## config.mk

```make
export PLATFORM = sky130hd
export DESIGN_NAME = scan_req_router
export DESIGN_NICKNAME = d
export VERILOG_FILES = /design/src/rtl/scan_req_router.sv
export SDC_FILE = /design/constraint.sdc
export NUM_CORES = 1
export LEC_CHECK = 0
export BUFFER_PORTS_ARGS = -buffer_cell sky130_fd_sc_hd__buf_2
export CELL_PAD_IN_SITES_DETAIL_PLACEMENT = 1
export CELL_PAD_IN_SITES_GLOBAL_PLACEMENT = 1
export CORE_MARGIN = 2
export CORE_UTILIZATION = 29
export CTS_BUF_LIST = sky130_fd_sc_hd__clkbuf_4 sky130_fd_sc_hd__clkbuf_8 sky130_fd_sc_hd__clkbuf_16
export CTS_CLUSTER_DIAMETER = 80
export CTS_CLUSTER_SIZE = 28
export DETAILED_ROUTE_END_ITERATION = 12
export HOLD_SLACK_MARGIN = 0.03
export PLACE_DENSITY_LB_ADDON = 0.1
export SLEW_MARGIN = 0
export SYNTH_ARGS = -nofsm -noshare
export SYNTH_HDL_FRONTEND = slang
export SYNTH_SLANG_ARGS = --single-unit
```

## constraint.sdc

```tcl
create_clock -name clk -period 1.4 [get_ports clk]
set_input_delay 0.07 -clock clk [delete_from_list [all_inputs] [get_ports clk]]
set_output_delay 0.07 -clock clk [all_outputs]
set_load 0.1 [all_outputs]
```

## src/rtl/scan_req_router.sv

```systemverilog
// Routes one scan request at a time to SRAM or register bank; scan_ready at ready+1 (min 2 cycles), strobes while busy are dropped.
// Optional watchdog under SCAN_ROUTER_TIMEOUT_EN aborts hung transactions with scan_err and all-ones data.
module scan_req_router #(
   parameter int ADDR_W      = 16,
   parameter int DATA_W      = 16,
   parameter int SRAM_AW     = 11,
   parameter int CTR_AW      = 4,
   parameter int LANE_W      = 4,
   parameter int TIMEOUT_CYC = 255
) (
   input  logic              clk,
   input  logic              rst,
   input  logic              scan_ren,
   input  logic              scan_wen,
   input  logic [ADDR_W-1:0] scan_addr,
   input  logic [DATA_W-1:0] scan_wdata,
   output logic [DATA_W-1:0] scan_rdata,
   output logic              scan_ready,
   output logic              scan_err,
   output logic              scan_busy,
   output logic              sram_ren,
   output logic              sram_wen,
   output logic [SRAM_AW-1:0] sram_addr,
   output logic [DATA_W-1:0] sram_wdata,
   input  logic [DATA_W-1:0] sram_rdata,
   input  logic              sram_ready,
   output logic              ctr_ren,
   output logic              ctr_wen,
   output logic [CTR_AW-1:0] ctr_addr,
   output logic [DATA_W-1:0] ctr_wdata,
   input  logic [DATA_W-1:0] ctr_rdata,
   input  logic              ctr_ready,
   output logic [LANE_W-1:0] lane_id,
   output logic              id_sel
);

   generate
      if (SRAM_AW > ADDR_W-1 || CTR_AW > ADDR_W-1 || LANE_W > ADDR_W-2 || TIMEOUT_CYC < 2) begin : g_param_err
         $error("scan_req_router: illegal parameter combination");
      end
   endgenerate

   typedef enum logic [1:0] {IDLE, ISSUE, WAIT, RESP} state_t;

   typedef struct packed {
      logic wr;
      logic tgt;
   } op_t;

   state_t state, state_nxt;
   op_t    op;

   logic              accept;
   logic              req_tgt;
   logic              tgt_ready;
   logic [DATA_W-1:0] tgt_rdata;
   logic              timeout_hit;

   logic [DATA_W-1:0]  scan_rdata_n;
   logic               scan_ready_n;
   logic               scan_busy_n;
   logic               sram_ren_n;
   logic               sram_wen_n;
   logic [SRAM_AW-1:0] sram_addr_n;
   logic [DATA_W-1:0]  sram_wdata_n;
   logic               ctr_ren_n;
   logic               ctr_wen_n;
   logic [CTR_AW-1:0]  ctr_addr_n;
   logic [DATA_W-1:0]  ctr_wdata_n;
   logic [LANE_W-1:0]  lane_id_n;
   logic               id_sel_n;

   assign accept    = (state == IDLE) && (scan_ren || scan_wen);
   assign req_tgt   = scan_addr[ADDR_W-1];
   assign tgt_ready = op.tgt ? ctr_ready : sram_ready;
   assign tgt_rdata = op.tgt ? ctr_rdata : sram_rdata;

   // Watchdog counts ISSUE+WAIT cycles; the abort decision is made in the last allowed cycle.
`ifdef SCAN_ROUTER_TIMEOUT_EN
   localparam int CNT_W = $clog2(TIMEOUT_CYC + 1);
   localparam logic [CNT_W-1:0] CNT_LAST = CNT_W'(TIMEOUT_CYC - 1);

   logic [CNT_W-1:0] cnt;

   always_ff @(posedge clk) begin
      if (rst) begin
         cnt <= '0;
      end else if (accept) begin
         cnt <= '0;
      end else if (state == ISSUE || state == WAIT) begin
         cnt <= cnt + CNT_W'(1);
      end
   end

   assign timeout_hit = (state == ISSUE || state == WAIT) && !tgt_ready && (cnt == CNT_LAST);

   always_ff @(posedge clk) begin
      if (rst) begin
         scan_err <= 1'b0;
      end else begin
         scan_err <= timeout_hit;
      end
   end
`else
   assign timeout_hit = 1'b0;
   assign scan_err    = 1'b0;
`endif

   always_ff @(posedge clk) begin
      if (rst) begin
         state <= IDLE;
      end else begin
         state <= state_nxt;
      end
   end

   always_comb begin
      state_nxt = state;
      case (state)
         IDLE:    if (accept) state_nxt = ISSUE;
         ISSUE:   state_nxt = (tgt_ready || timeout_hit) ? RESP : WAIT;
         WAIT:    if (tgt_ready || timeout_hit) state_nxt = RESP;
         RESP:    state_nxt = IDLE;
         default: state_nxt = IDLE;
      endcase
   end

   always_ff @(posedge clk) begin
      if (rst) begin
         op <= '0;
      end else if (accept) begin
         op <= '{wr: scan_wen, tgt: req_tgt};
      end
   end

   // Target-side fields load only on acceptance; the unselected target is zeroed.
   always_comb begin
      scan_ready_n = (state_nxt == RESP);
      scan_busy_n  = (state_nxt != IDLE);
      scan_rdata_n = '0;
      sram_ren_n   = 1'b0;
      sram_wen_n   = 1'b0;
      ctr_ren_n    = 1'b0;
      ctr_wen_n    = 1'b0;
      sram_addr_n  = sram_addr;
      sram_wdata_n = sram_wdata;
      ctr_addr_n   = ctr_addr;
      ctr_wdata_n  = ctr_wdata;
      lane_id_n    = lane_id;
      id_sel_n     = id_sel;

      if (accept) begin
         lane_id_n = scan_addr[LANE_W:1];
         id_sel_n  = scan_addr[0];
         if (req_tgt) begin
            ctr_ren_n    = !scan_wen;
            ctr_wen_n    = scan_wen;
            ctr_addr_n   = scan_addr[CTR_AW-1:0];
            ctr_wdata_n  = scan_wdata;
            sram_addr_n  = '0;
            sram_wdata_n = '0;
         end else begin
            sram_ren_n   = !scan_wen;
            sram_wen_n   = scan_wen;
            sram_addr_n  = scan_addr[ADDR_W-2 -: SRAM_AW];
            sram_wdata_n = scan_wdata;
            ctr_addr_n   = '0;
            ctr_wdata_n  = '0;
         end
      end

      if ((state == ISSUE || state == WAIT) && state_nxt == RESP) begin
         if (timeout_hit) begin
            scan_rdata_n = '1;
         end else if (!op.wr) begin
            scan_rdata_n = tgt_rdata;
         end
      end
   end

   always_ff @(posedge clk) begin
      if (rst) begin
         scan_rdata <= '0;
         scan_ready <= 1'b0;
         scan_busy  <= 1'b0;
         sram_ren   <= 1'b0;
         sram_wen   <= 1'b0;
         sram_addr  <= '0;
         sram_wdata <= '0;
         ctr_ren    <= 1'b0;
         ctr_wen    <= 1'b0;
         ctr_addr   <= '0;
         ctr_wdata  <= '0;
         lane_id    <= '0;
         id_sel     <= 1'b0;
      end else begin
         scan_rdata <= scan_rdata_n;
         scan_ready <= scan_ready_n;
         scan_busy  <= scan_busy_n;
         sram_ren   <= sram_ren_n;
         sram_wen   <= sram_wen_n;
         sram_addr  <= sram_addr_n;
         sram_wdata <= sram_wdata_n;
         ctr_ren    <= ctr_ren_n;
         ctr_wen    <= ctr_wen_n;
         ctr_addr   <= ctr_addr_n;
         ctr_wdata  <= ctr_wdata_n;
         lane_id    <= lane_id_n;
         id_sel     <= id_sel_n;
      end
   end

endmodule
```

==> results.sh <==
export IMPL_r2r_end="scan_rdata[6]"
export IMPL_ant_nets=0
export IMPL_setup_tns_ns=-1.246
export IMPL_drive_above_1_share=0.4862
export IMPL_avgSynthCellArea_um2=11.93
export IMPL_hold_end="scan_rdata[15]"
export IMPL_cts_reportedPaths_clkPinSlew_ns=0.09
export IMPL_die_w_um=100.6
export IMPL_end_kind="flip-flop"
export IMPL_grt_pass1_wl_mm=13.52
export IMPL_max_freq_mhz=672.8
export IMPL_insertedDiodeCount=0
export IMPL_row_count=35
export IMPL_clkPwrFrac=0.184
export IMPL_dp_slack_ns=-0.4197
export IMPL_first_pass_iters=4
export IMPL_hold_depth=3
export IMPL_p_leak_nw=2.094
export IMPL_finalWirelength_mm=8.593
export IMPL_drcViolationCount=0
export IMPL_cts_tree="built"
export IMPL_comb_power_share=0.525
export IMPL_intPower_mw=4.794
export IMPL_die_h_um=100.6
export IMPL_hold_path_class="primary input to flip-flop"
export IMPL_start_util=0.2958
export IMPL_cts_root_buf="clkbuf_8"
export IMPL_via_per_inst=4.543
export IMPL_fin_nets=502
export IMPL_rrSetupSlack_ns=-0.09
export IMPL_critPathKind="flip-flop to flip-flop"
export IMPL_htree_levels=3
export IMPL_grt_setup_unrepaired="yes"
export IMPL_crit_arrival_ns=1.76
export IMPL_core_area_um2=9153
export IMPL_vias=2476
export IMPL_hold_violations=0
export IMPL_worstSkewPairLatency_ns=0.35
export IMPL_cp_required_ns=1.68
export IMPL_drv_cap=0
export IMPL_r2r_start="state[0]"
export IMPL_fin_util=0.4854
export IMPL_synth_area_um2=2708
export IMPL_cts_path_max_buffers=2
export IMPL_maxSlewViolCount=0
export IMPL_ios=145
export IMPL_ys_warn_count=0
export IMPL_p_sw_frac=0.4965
export IMPL_synth_cell_types=30
export IMPL_dp_hpwl_mm=5.280
export IMPL_finalCriticalPeriod_ns=1.486
export IMPL_p_switching_mw=4.727
export IMPL_port_buffers=143
export IMPL_holdWs_ns=0.05218
export IMPL_drtIter0Drc=58
export IMPL_yosysSeqAreaShare=0.5767
export IMPL_p_per_area_nw_per_um2=2143
export IMPL_syn_nets=300
export IMPL_grt_pass1_vias=2659
export IMPL_clock_sinks=78
export IMPL_status="finished with violations"
export IMPL_violations="negative setup slack"
export IMPL_fin_crit_sh=1.062
export IMPL_grt_max_degree=22
export IMPL_syn_to_final_growth_pct=64.09
export IMPL_grt_util_all_layers=0.1725
export IMPL_cp_start_kind="flip-flop"
export IMPL_synthCells=227
export IMPL_reg2reg_depth=6
export IMPL_finClkSkew_ns=0.01417
export IMPL_worst_slack_ns=-0.08640
export IMPL_antenna_found_initial=0
export IMPL_critPathMaxFanout=10
export IMPL_ir_drop_mv=0.7485
export IMPL_seqPwrFrac=0.290
export IMPL_ys_seq_elements=78
export IMPL_setup_viol=37
export IMPL_dieArea_um2=10130
export IMPL_cts_buffers=9
export IMPL_hp_start="ctr_rdata[15]"
export IMPL_gp_congestion=0.6683
export IMPL_wl_per_cell_um=15.77
export IMPL_grt_overflow=0
==> power groups by stage <==
stage	Combinational, mW	Sequential, mW	Clock [mW]
final	5.00	2.76	1.76
after global routing	5.24	2.81	1.92
after CTS	5.05	2.77	1.82
after detailed placement	4.48	2.81	0
after global placement	4.45	2.80	0
after floorplan	1.31	5.21	0
==> cell families (layout without fill, tap and decap cells) <==
logic type | count (synthesis) | count (layout) | share of synthesized area
buffers and inverters | 22 | 226 | 0.04621
AOI/OAI and AO/OA | 59 | 59 | 0.1761
other | 1 | 1 | 0.001385
adders and majority gates | 3 | 3 | 0.01386
DFF | 78 | 78 | 0.5767
muxes | 17 | 17 | 0.06285
and+or+nand+nor | 47 | 50 | 0.1229
==> synthesized netlist by cell type, drive strengths merged <==
cell type	count	area [um2]
dfxtp	78	1562
a22o	44	385.4
buf	17	106.4
mux2i	17	170.2
nor3b	16	155.1
nand2	14	52.55
a21oi	9	45.04
nor2	6	30.03
ha	3	37.54
inv	3	11.26
clkbuf	2	7.510
nand3b	2	15.01
nor2b	2	12.51
nor3	2	10.01
o21ai	2	13.76
a21o	1	7.510
a22oi	1	7.510
and2	1	6.260
and4bb	1	12.51
conb	1	3.750
nand3	1	5.000
nor4b	1	23.77
nor4bb	1	10.01
o21a	1	7.510
o311a	1	10.01
==> layout make-up <==
type                            count  area, um2
Fill cell                        1001       4710
Sequential cell                    78       1564
Timing Repair Buffer              207       1390
Multi-Input combinational cell    130       1135
Tap cell                          111      138.9
Clock buffer                        9      123.9
Clock inverter                      7      80.08
Inverter                            3      11.26
==> state kept, by name (all words and copies together) (netlist names) <==
signal and flops:
ctr_wdata 16, scan_rdata 16, sram_wdata 16, sram_addr 11
ctr_addr 4, lane_id 4, op 2, state 2
ctr_ren 1, ctr_wen 1, id_sel 1, scan_busy 1
scan_ready 1, sram_ren 1, sram_wen 1
==> critical path, stage by stage, from the launching register on <==
cell and delay [ns]:
dfxtp_2 0.34, inv_2 0.05, ha_4 0.15, buf_6 0.12, o311a_4 0.41, buf_12 0.16
nor3b_1 0.17
==> repair_timing <==
item,4_1_cts,5_1_grt
endpoints found under the setup margin,65,72
setup buffers,3,1
endpoints found under the hold margin,61,0
gates resized for setup,16,3
hold buffers,43,0
pin swaps,10,8
cloned,5,1
==> layout by cell type, fill, tap and decap left out, types with 2 or more instances in the layout <==
master	Yosys	final
inv_6	0	2
a21oi_1	9	9
dfxtp_2	0	2
buf_4	1	13
nor2b_1	2	2
nor3b_1	9	2
nor2_1	5	5
nor2_4	1	4
buf_12	0	3
dfxtp_1	78	76
buf_2	13	143
nor3b_2	7	14
mux2i_1	17	17
a22o_1	44	44
clkbuf_8	0	9
nand2_1	14	14
inv_2	0	2
nand3b_1	2	2
nor3_2	0	2
dlygate4sd3_1	0	43
buf_6	3	3
==> per-stage QoR <==
step / std cells / power, mW / area (um2)
floorplan: 227 / 6.514 / 2769
finish: 545 / 9.521 / 4443
detailed placement: 477 / 7.286 / 3626
CTS: 544 / 9.634 / 4443
global placement: 477 / 7.251 / 3626
global route: 545 / 9.974 / 4443
==> metal layers <==
layer,track usage,up-vias,share of wire
met4,0.05901,0,0.013
met1,0.2050,1146,0.43
met2,0.2903,97,0.48
met3,0.05895,7,0.070
li1,-,1226,-
met5,0,-,0
==> worst max-delay path by stage <==
stage | from | endpoint | slack (ns) | cells past startpoint
global placement | state[0] | ctr_wdata[6] | -0.36 | 5
CTS | state[0] | scan_rdata[14] | -0.1 | 6
global route | state[0] | scan_rdata[14] | -0.13 | 6
finish | state[0] | scan_rdata[6] | -0.09 | 6
floorplan | state[0] | scan_rdata[10] | -0.01 | 7
detailed placement | state[0] | ctr_wdata[3] | -0.42 | 5
(Power assumes the default switching activity.)
